$ cat config.mk
export PLATFORM = sky130hd
export DESIGN_NAME = pipe_trace_monitor
export DESIGN_NICKNAME = d
export VERILOG_FILES = /design/src/rtl/pipe_trace_monitor.sv
export SDC_FILE = /design/constraint.sdc
export NUM_CORES = 2
export LEC_CHECK = 0
export CORE_AREA = 4 4 492 494
export DETAILED_ROUTE_END_ITERATION = 7
export DIE_AREA = 0 0 496 498
export PLACE_DENSITY = 0.52
export SKIP_LAST_GASP = 1
export SLEW_MARGIN = 20
export SYNTH_ARGS = -nofsm -noshare
export SYNTH_HDL_FRONTEND = slang
export SYNTH_SLANG_ARGS = --single-unit
$ cat constraint.sdc
create_clock -name clk -period 21.5 [get_ports clk]
set_input_delay 2.15 -clock clk [delete_from_list [all_inputs] [get_ports clk]]
set_output_delay 2.15 -clock clk [all_outputs]
set_load 0.02 [all_outputs]
$ cat src/rtl/pipe_trace_monitor.sv
// pipe_trace_monitor
// Retirement monitor for the 5-stage MIPS pipeline. It watches the writeback
// stage, counts every accepted retirement by instruction class, and keeps a
// trace of {pc, instr, wd} records in a FIFO. A run ends on a self-loop J
// (halt) or when the RUN cycle count reaches MAX_CYCLES (watchdog).
//
// Ports
//   clk, rst          clock, synchronous active-high reset
//   wb_valid          an instruction retires this cycle
//   wb_pc/instr/wd    PC, instruction word and write data of the retirement
//   trace_ready       consumer pops the FIFO head
//   trace_valid       FIFO non-empty
//   trace_pc/instr/wd FIFO head record (0 while empty)
//   trace_ovf         sticky: a record was dropped because the FIFO was full
//   cnt_sel           counter select (0 cycles, 1..9 classes, 10 total)
//   cnt_data          selected counter value, combinational read
//   done, done_cause  run ended; cause 01 halt, 10 timeout, 11 both
module pipe_trace_monitor #(
    parameter int DEPTH      = 16,
    parameter int CNT_W      = 32,
    parameter int MAX_CYCLES = 60
) (
    input  logic             clk,
    input  logic             rst,
    input  logic             wb_valid,
    input  logic [31:0]      wb_pc,
    input  logic [31:0]      wb_instr,
    input  logic [31:0]      wb_wd,
    input  logic             trace_ready,
    output logic             trace_valid,
    output logic [31:0]      trace_pc,
    output logic [31:0]      trace_instr,
    output logic [31:0]      trace_wd,
    output logic             trace_ovf,
    input  logic [3:0]       cnt_sel,
    output logic [CNT_W-1:0] cnt_data,
    output logic             done,
    output logic [1:0]       done_cause
);

    localparam int AW   = $clog2(DEPTH);
    localparam int NCNT = 11;

    localparam logic [1:0] ST_IDLE = 2'b00;
    localparam logic [1:0] ST_RUN  = 2'b01;
    localparam logic [1:0] ST_DONE = 2'b10;

    localparam logic [AW:0]      FULL_CNT  = (AW+1)'(DEPTH);
    localparam logic [CNT_W-1:0] LAST_LIVE = CNT_W'(MAX_CYCLES - 1);

    function automatic logic [CNT_W-1:0] sat_inc(input logic [CNT_W-1:0] v);
        return (v == '1) ? v : v + 1'b1;
    endfunction

    function automatic logic [3:0] classify(input logic [31:0] instr);
        logic [5:0] op;
        logic [5:0] fn;
        op = instr[31:26];
        fn = instr[5:0];
        if (instr == 32'd0) return 4'd1;
        if (op == 6'h00) begin
            if (fn == 6'h20 || fn == 6'h22 || fn == 6'h24 || fn == 6'h25 ||
                fn == 6'h2A || fn == 6'h00) return 4'd2;
            if (fn == 6'h19 || fn == 6'h10 || fn == 6'h12) return 4'd3;
            return 4'd9;
        end
        case (op)
            6'h23:       return 4'd4;
            6'h2B:       return 4'd5;
            6'h04:       return 4'd6;
            6'h02, 6'h03: return 4'd7;
            6'h09:       return 4'd8;
            default:     return 4'd9;
        endcase
    endfunction

    logic [1:0]       state;
    logic [CNT_W-1:0] cnt [NCNT];

    logic [31:0] mem_pc    [DEPTH];
    logic [31:0] mem_instr [DEPTH];
    logic [31:0] mem_wd    [DEPTH];
    logic [AW-1:0] wr_ptr;
    logic [AW-1:0] rd_ptr;
    logic [AW:0]   count;

    logic        running;
    logic        accept;
    logic [3:0]  cls;
    logic [3:0]  pc4_hi;
    logic [31:0] jump_target;
    logic        halt;
    logic        timeout;
    logic        fifo_full;
    logic        pop;
    logic        push;
    logic        drop;

    assign running = (state == ST_RUN);
    assign accept  = wb_valid && running;
    assign cls     = classify(wb_instr);

    // Top nibble of pc+4: bit 28 only sees a carry when pc[27:2] is all ones.
    assign pc4_hi      = wb_pc[31:28] + 4'(&wb_pc[27:2]);
    assign jump_target = {pc4_hi, wb_instr[25:0], 2'b00};
    assign halt        = accept && (wb_instr[31:26] == 6'h02) && (jump_target == wb_pc);

    // Fires on the RUN edge that moves the cycle counter onto MAX_CYCLES.
    assign timeout = running && (cnt[0] == LAST_LIVE);

    assign fifo_full = (count == FULL_CNT);
    assign pop       = trace_ready && (count != '0);
    // A pop in the same cycle frees the slot, so a full FIFO still takes the push.
    assign push      = accept && (!fifo_full || pop);
    assign drop      = accept && fifo_full && !pop;

    always_ff @(posedge clk) begin
        if (rst) begin
            state      <= ST_IDLE;
            done       <= 1'b0;
            done_cause <= 2'b00;
            trace_ovf  <= 1'b0;
            wr_ptr     <= '0;
            rd_ptr     <= '0;
            count      <= '0;
            for (int i = 0; i < NCNT; i++) cnt[i] <= '0;
        end else begin
            case (state)
                ST_IDLE: state <= ST_RUN;
                ST_RUN: begin
                    if (halt || timeout) begin
                        state      <= ST_DONE;
                        done       <= 1'b1;
                        done_cause <= {timeout, halt};
                    end
                end
                default: state <= ST_DONE;
            endcase

            if (running) cnt[0] <= sat_inc(cnt[0]);
            for (int i = 1; i < NCNT - 1; i++) begin
                if (accept && (cls == 4'(i))) cnt[i] <= sat_inc(cnt[i]);
            end
            if (accept) cnt[NCNT-1] <= sat_inc(cnt[NCNT-1]);

            if (push) wr_ptr <= wr_ptr + 1'b1;
            if (pop)  rd_ptr <= rd_ptr + 1'b1;
            case ({push, pop})
                2'b10:   count <= count + 1'b1;
                2'b01:   count <= count - 1'b1;
                default: count <= count;
            endcase
            if (drop) trace_ovf <= 1'b1;
        end
    end

    // Trace storage carries no reset; occupancy decides what is visible.
    always_ff @(posedge clk) begin
        if (push) begin
            mem_pc[wr_ptr]    <= wb_pc;
            mem_instr[wr_ptr] <= wb_instr;
            mem_wd[wr_ptr]    <= wb_wd;
        end
    end

    assign trace_valid = (count != '0);
    assign trace_pc    = trace_valid ? mem_pc[rd_ptr]    : 32'd0;
    assign trace_instr = trace_valid ? mem_instr[rd_ptr] : 32'd0;
    assign trace_wd    = trace_valid ? mem_wd[rd_ptr]    : 32'd0;

    always_comb begin
        cnt_data = '0;
        for (int i = 0; i < NCNT; i++) begin
            if (cnt_sel == 4'(i)) cnt_data = cnt[i];
        end
    end

endmodule

==> flow_summary.json <==
{
  "synth_compound_gate_area_share_pct": 2.35,
  "syn-cell-area_sq_um": 82700,
  "vias": 46475,
  "synth_top_area_cell": "sky130_fd_sc_hd__edfxtp_1",
  "postSynthCellCount": 4835,
  "p_seq_share_pct": 44.4,
  "post_drt_wl_per_cell_microns": 27.5,
  "drv.max_cap_violation_count": 0,
  "post_synth_and_or_nand_nor_area_fraction_pct": 8.68,
  "fp.dieH_microns": 498,
  "avgSynthCellArea_sq_um": 17.1,
  "layout_worst_path_cycle_share_pct": 37.9,
  "fin_tns_setup_ns": 0,
  "clock_skew_ns": 0.0577,
  "remaining_drc_errors": 0,
  "total_cts_buffers": 205,
  "initial_core_util_pct": 34.8,
  "finish.net_count": 5238,
  "cts_root_buf": "sky130_fd_sc_hd__clkbuf_16",
  "row_count": 179,
  "htreeDepth": 4,
  "cts-root-to-sink-buffers": 3,
  "grt_util_all_layers_pct": 18.5,
  "cp_max_fo": 119,
  "finalWorstSetupSlack_ns": 13.35,
  "tightest_slew_ns": 1.08,
  "power_frac_clock_pct": 35.6,
  "final_antenna_net_count": 0,
  "synth_area_leaders": "sky130_fd_sc_hd__edfxtp_1, sky130_fd_sc_hd__mux4_2, sky130_fd_sc_hd__xnor2_1, sky130_fd_sc_hd__xor2_1, sky130_fd_sc_hd__nor2_1",
  "critPathRequiredTime_ns": 19.35,
  "final_core_util_pct": 40.2,
  "first_iter_violations": 4775,
  "synth_sequential_area_ratio_pct": 69.1,
  "leakagePower_uw": 0.0285,
  "swShare_pct": 27.1,
  "outcome": "complete, no violations",
  "switching_power_uw": 2590,
  "first_global_vias": 46045,
  "grt_first_pass_wirelength_mm": 335,
  "synth-adder-area-share_pct": 0.357,
  "worst-r2r-setup-slack_ns": 17.24,
  "critical_path_arrival_ns": 6.00,
  "worst_skew_pair.late_latency_ns": 0.86,
  "die_area_sq_um": 247000,
  "post_cts.repair.setup_buffers": 0,
  "achievable-frequency_ghz": 0.123,
  "timing.rr.end": "mem_instr[2][2]$_DFFE_PP_",
  "finalSetupViolCount": 0,
  "coreArea_sq_um": 237000,
  "gp_congestion": 0.911,
  "post_route_cells_drive_above_1_share_pct": 18.7,
  "yosys_synthesis_warning_count": 0,
  "timing_worst_setup_path_type": "reg -> out",
  "finalWirelength_mm": 233,
  "worst_setup_hold_path_clk_slew_ns": 0.06,
  "muxShareOfSynthArea_pct": 14.0,
  "final_hold_viol_count": 0,
  "grt_antenna_before_repair": 28,
  "power-per-cell-area_nw_per_um2": 100,
  "maxSlewViolCount": 0,
  "grt_overflow": 0,
  "nature_of_the_critical_path_endpoint": "primary output",
  "post_synth_top_area_share_pct": 68.6,
  "portBuffers": 236,
  "synth_top_family_by_area": "multiplexers",
  "hpwlAfterDp_mm": 136,
  "post-route-min-period_ns": 8.15,
  "synth_cell_type_count": 69,
  "synth_enable_flop_cells": 1888,
  "worst_setup_path_start_kind": "flip-flop",
  "synth_async_sr_flop_share_pct": 0,
  "endpoint": "trace_instr[3]",
  "yosys_reg_bits": 1911,
  "yosys.cell_count.top_type": "sky130_fd_sc_hd__edfxtp_1",
  "synth_xor_area_share_pct": 3.73,
  "ios": 237,
  "worst_slew_margin_rel_pct": 27.2,
  "vias_per_cell": 5.49,
  "drt_pre_antenna_iters": 6,
  "die_span_in_x_microns": 496,
  "synth-main-ff-cell": "sky130_fd_sc_hd__edfxtp_1",
  "worstRegToRegCells": 6,
  "share_comb_of_total_power_pct": 20.0,
  "worstHoldStart": "done_cause[0]$_SDFFE_PP0P_",
  "placement.setup.worst_slack_ns": 13.58,
  "maximum_number_of_pins_on_one_net_before_global_route_repair": 120,
  "area_growth_pct": 15.5,
  "timing.hold.worst.class": "reg -> reg",
  "yosys-top-cells-count": "sky130_fd_sc_hd__edfxtp_1, sky130_fd_sc_hd__mux4_2, sky130_fd_sc_hd__nor2_1",
  "irDropWorstVdd_mv": 0.105,
  "worstReg2RegStart": "state[1]$_SDFFE_PP0P_",
  "internal_power_uw": 6960,
  "cts_resized": 0,
  "cts_tree": "done",
  "mappedNetlistNets": 4962,
  "cts.sinks": 1911,
  "unrepaired_setup_endpoints_after_global_routing": "no",
  "cts_hold_repair.buffers": 0
}
-- worst max-delay path: stages (launching register included) --
cell and delay, ns:
sky130_fd_sc_hd__dfxtp_4 0.79, sky130_fd_sc_hd__buf_12 0.58, sky130_fd_sc_hd__buf_4 0.87, sky130_fd_sc_hd__buf_4 0.93
sky130_fd_sc_hd__mux4_2 0.41, sky130_fd_sc_hd__mux4_2 0.48, sky130_fd_sc_hd__and2_1 0.25, sky130_fd_sc_hd__clkdlybuf4s50_1 0.58
-- stage by stage --
| stage | hold WS (ns) | total power [uW] | area, sq um | instances |
|---|---|---|---|---|
| 3_5_place_dp | 0.451 | 6280 | 89000 | 8071 |
| 4_1_cts | 0.477 | 9700 | 95500 | 8450 |
| 2_1_floorplan | 0.478 | 5480 | 82700 | 4835 |
| 5_1_grt | 0.509 | 9930 | 95500 | 8456 |
| 3_3_place_gp | 0.456 | 6270 | 89000 | 8071 |
| 6_report | 0.476 | 9550 | 95500 | 8466 |
-- placed cells by master, fill, tap and decap left out, types with 82 or more instances in the layout --
| cell | instances |
|---|---|
| sky130_fd_sc_hd__nand4_1 | 104 |
| sky130_fd_sc_hd__xnor2_1 | 194 |
| sky130_fd_sc_hd__xor2_1 | 158 |
| sky130_fd_sc_hd__nand3_1 | 137 |
| sky130_fd_sc_hd__clkdlybuf4s50_1 | 231 |
| sky130_fd_sc_hd__nand2_1 | 170 |
| sky130_fd_sc_hd__nor4_1 | 93 |
| sky130_fd_sc_hd__mux4_2 | 481 |
| sky130_fd_sc_hd__buf_4 | 112 |
| sky130_fd_sc_hd__nor3_1 | 169 |
| sky130_fd_sc_hd__a21oi_1 | 82 |
| sky130_fd_sc_hd__edfxtp_1 | 1888 |
| sky130_fd_sc_hd__and2_1 | 118 |
| sky130_fd_sc_hd__clkbuf_16 | 205 |
| sky130_fd_sc_hd__nor2_1 | 291 |
-- how the worst min path moves through the flow --
stage | to | slack [ns] | cells past startpoint
2_1_floorplan | count[4]$_SDFFE_PP0P_ | 0.48 | 2
3_3_place_gp | done_cause[1]$_SDFFE_PP0P_ | 0.46 | 2
3_5_place_dp | trace_ovf$_SDFFE_PP0P_ | 0.45 | 1
4_1_cts | trace_ovf$_SDFFE_PP0P_ | 0.48 | 1
5_1_grt | done$_SDFFE_PP0P_ | 0.51 | 1
6_report | done_cause[0]$_SDFFE_PP0P_ | 0.48 | 2
-- per-layer routing --
metal	track usage [%]	vias to the layer above	wire, microns
li1	-	19948	-
met1	27.2	24578	104000
met2	28.8	1624	109000
met3	2.66	321	14500
met4	5.03	4	5920
met5	0	-	21
-- sequential cells by signal (all words and copies together) (netlist names), named ones only --
signal      count
done            1
cnt           352
mem_pc        512
trace_ovf       1
rd_ptr          4
state           2
count           5
mem_instr     512
done_cause      2
mem_wd        512
wr_ptr          4
-- cell families after synthesis --
family                     count (synthesis)
DFF                                     1911
xor gates and xnor gates                 352
AOI/OAI and AO/OA                        315
muxes                                    552
and+or+nand+nor                         1324
adders and majority gates                 23
buffers and inverters                    358
-- final cells by class --
cell class	count	area [sq um]
Fill cell	21536	142000
Sequential cell	1911	57200
Multi-Input combinational cell	2566	24300
Clock buffer	252	5310
Tap cell	3167	3960
Timing Repair Buffer	351	3270
Clock inverter	127	1170
Inverter	76	288
Antenna cell	16	40.0
-- power by group through the flow --
stage	sequential (uW)	clock [uW]	combinational (uW)
floorplan	4270	0	1210
global placement	4320	0	1960
detailed placement	4320	0	1970
CTS	4240	3490	1970
global route	4250	3640	2050
finish	4240	3410	1910
No activity file was read; power rests on OpenSTA's default activity.
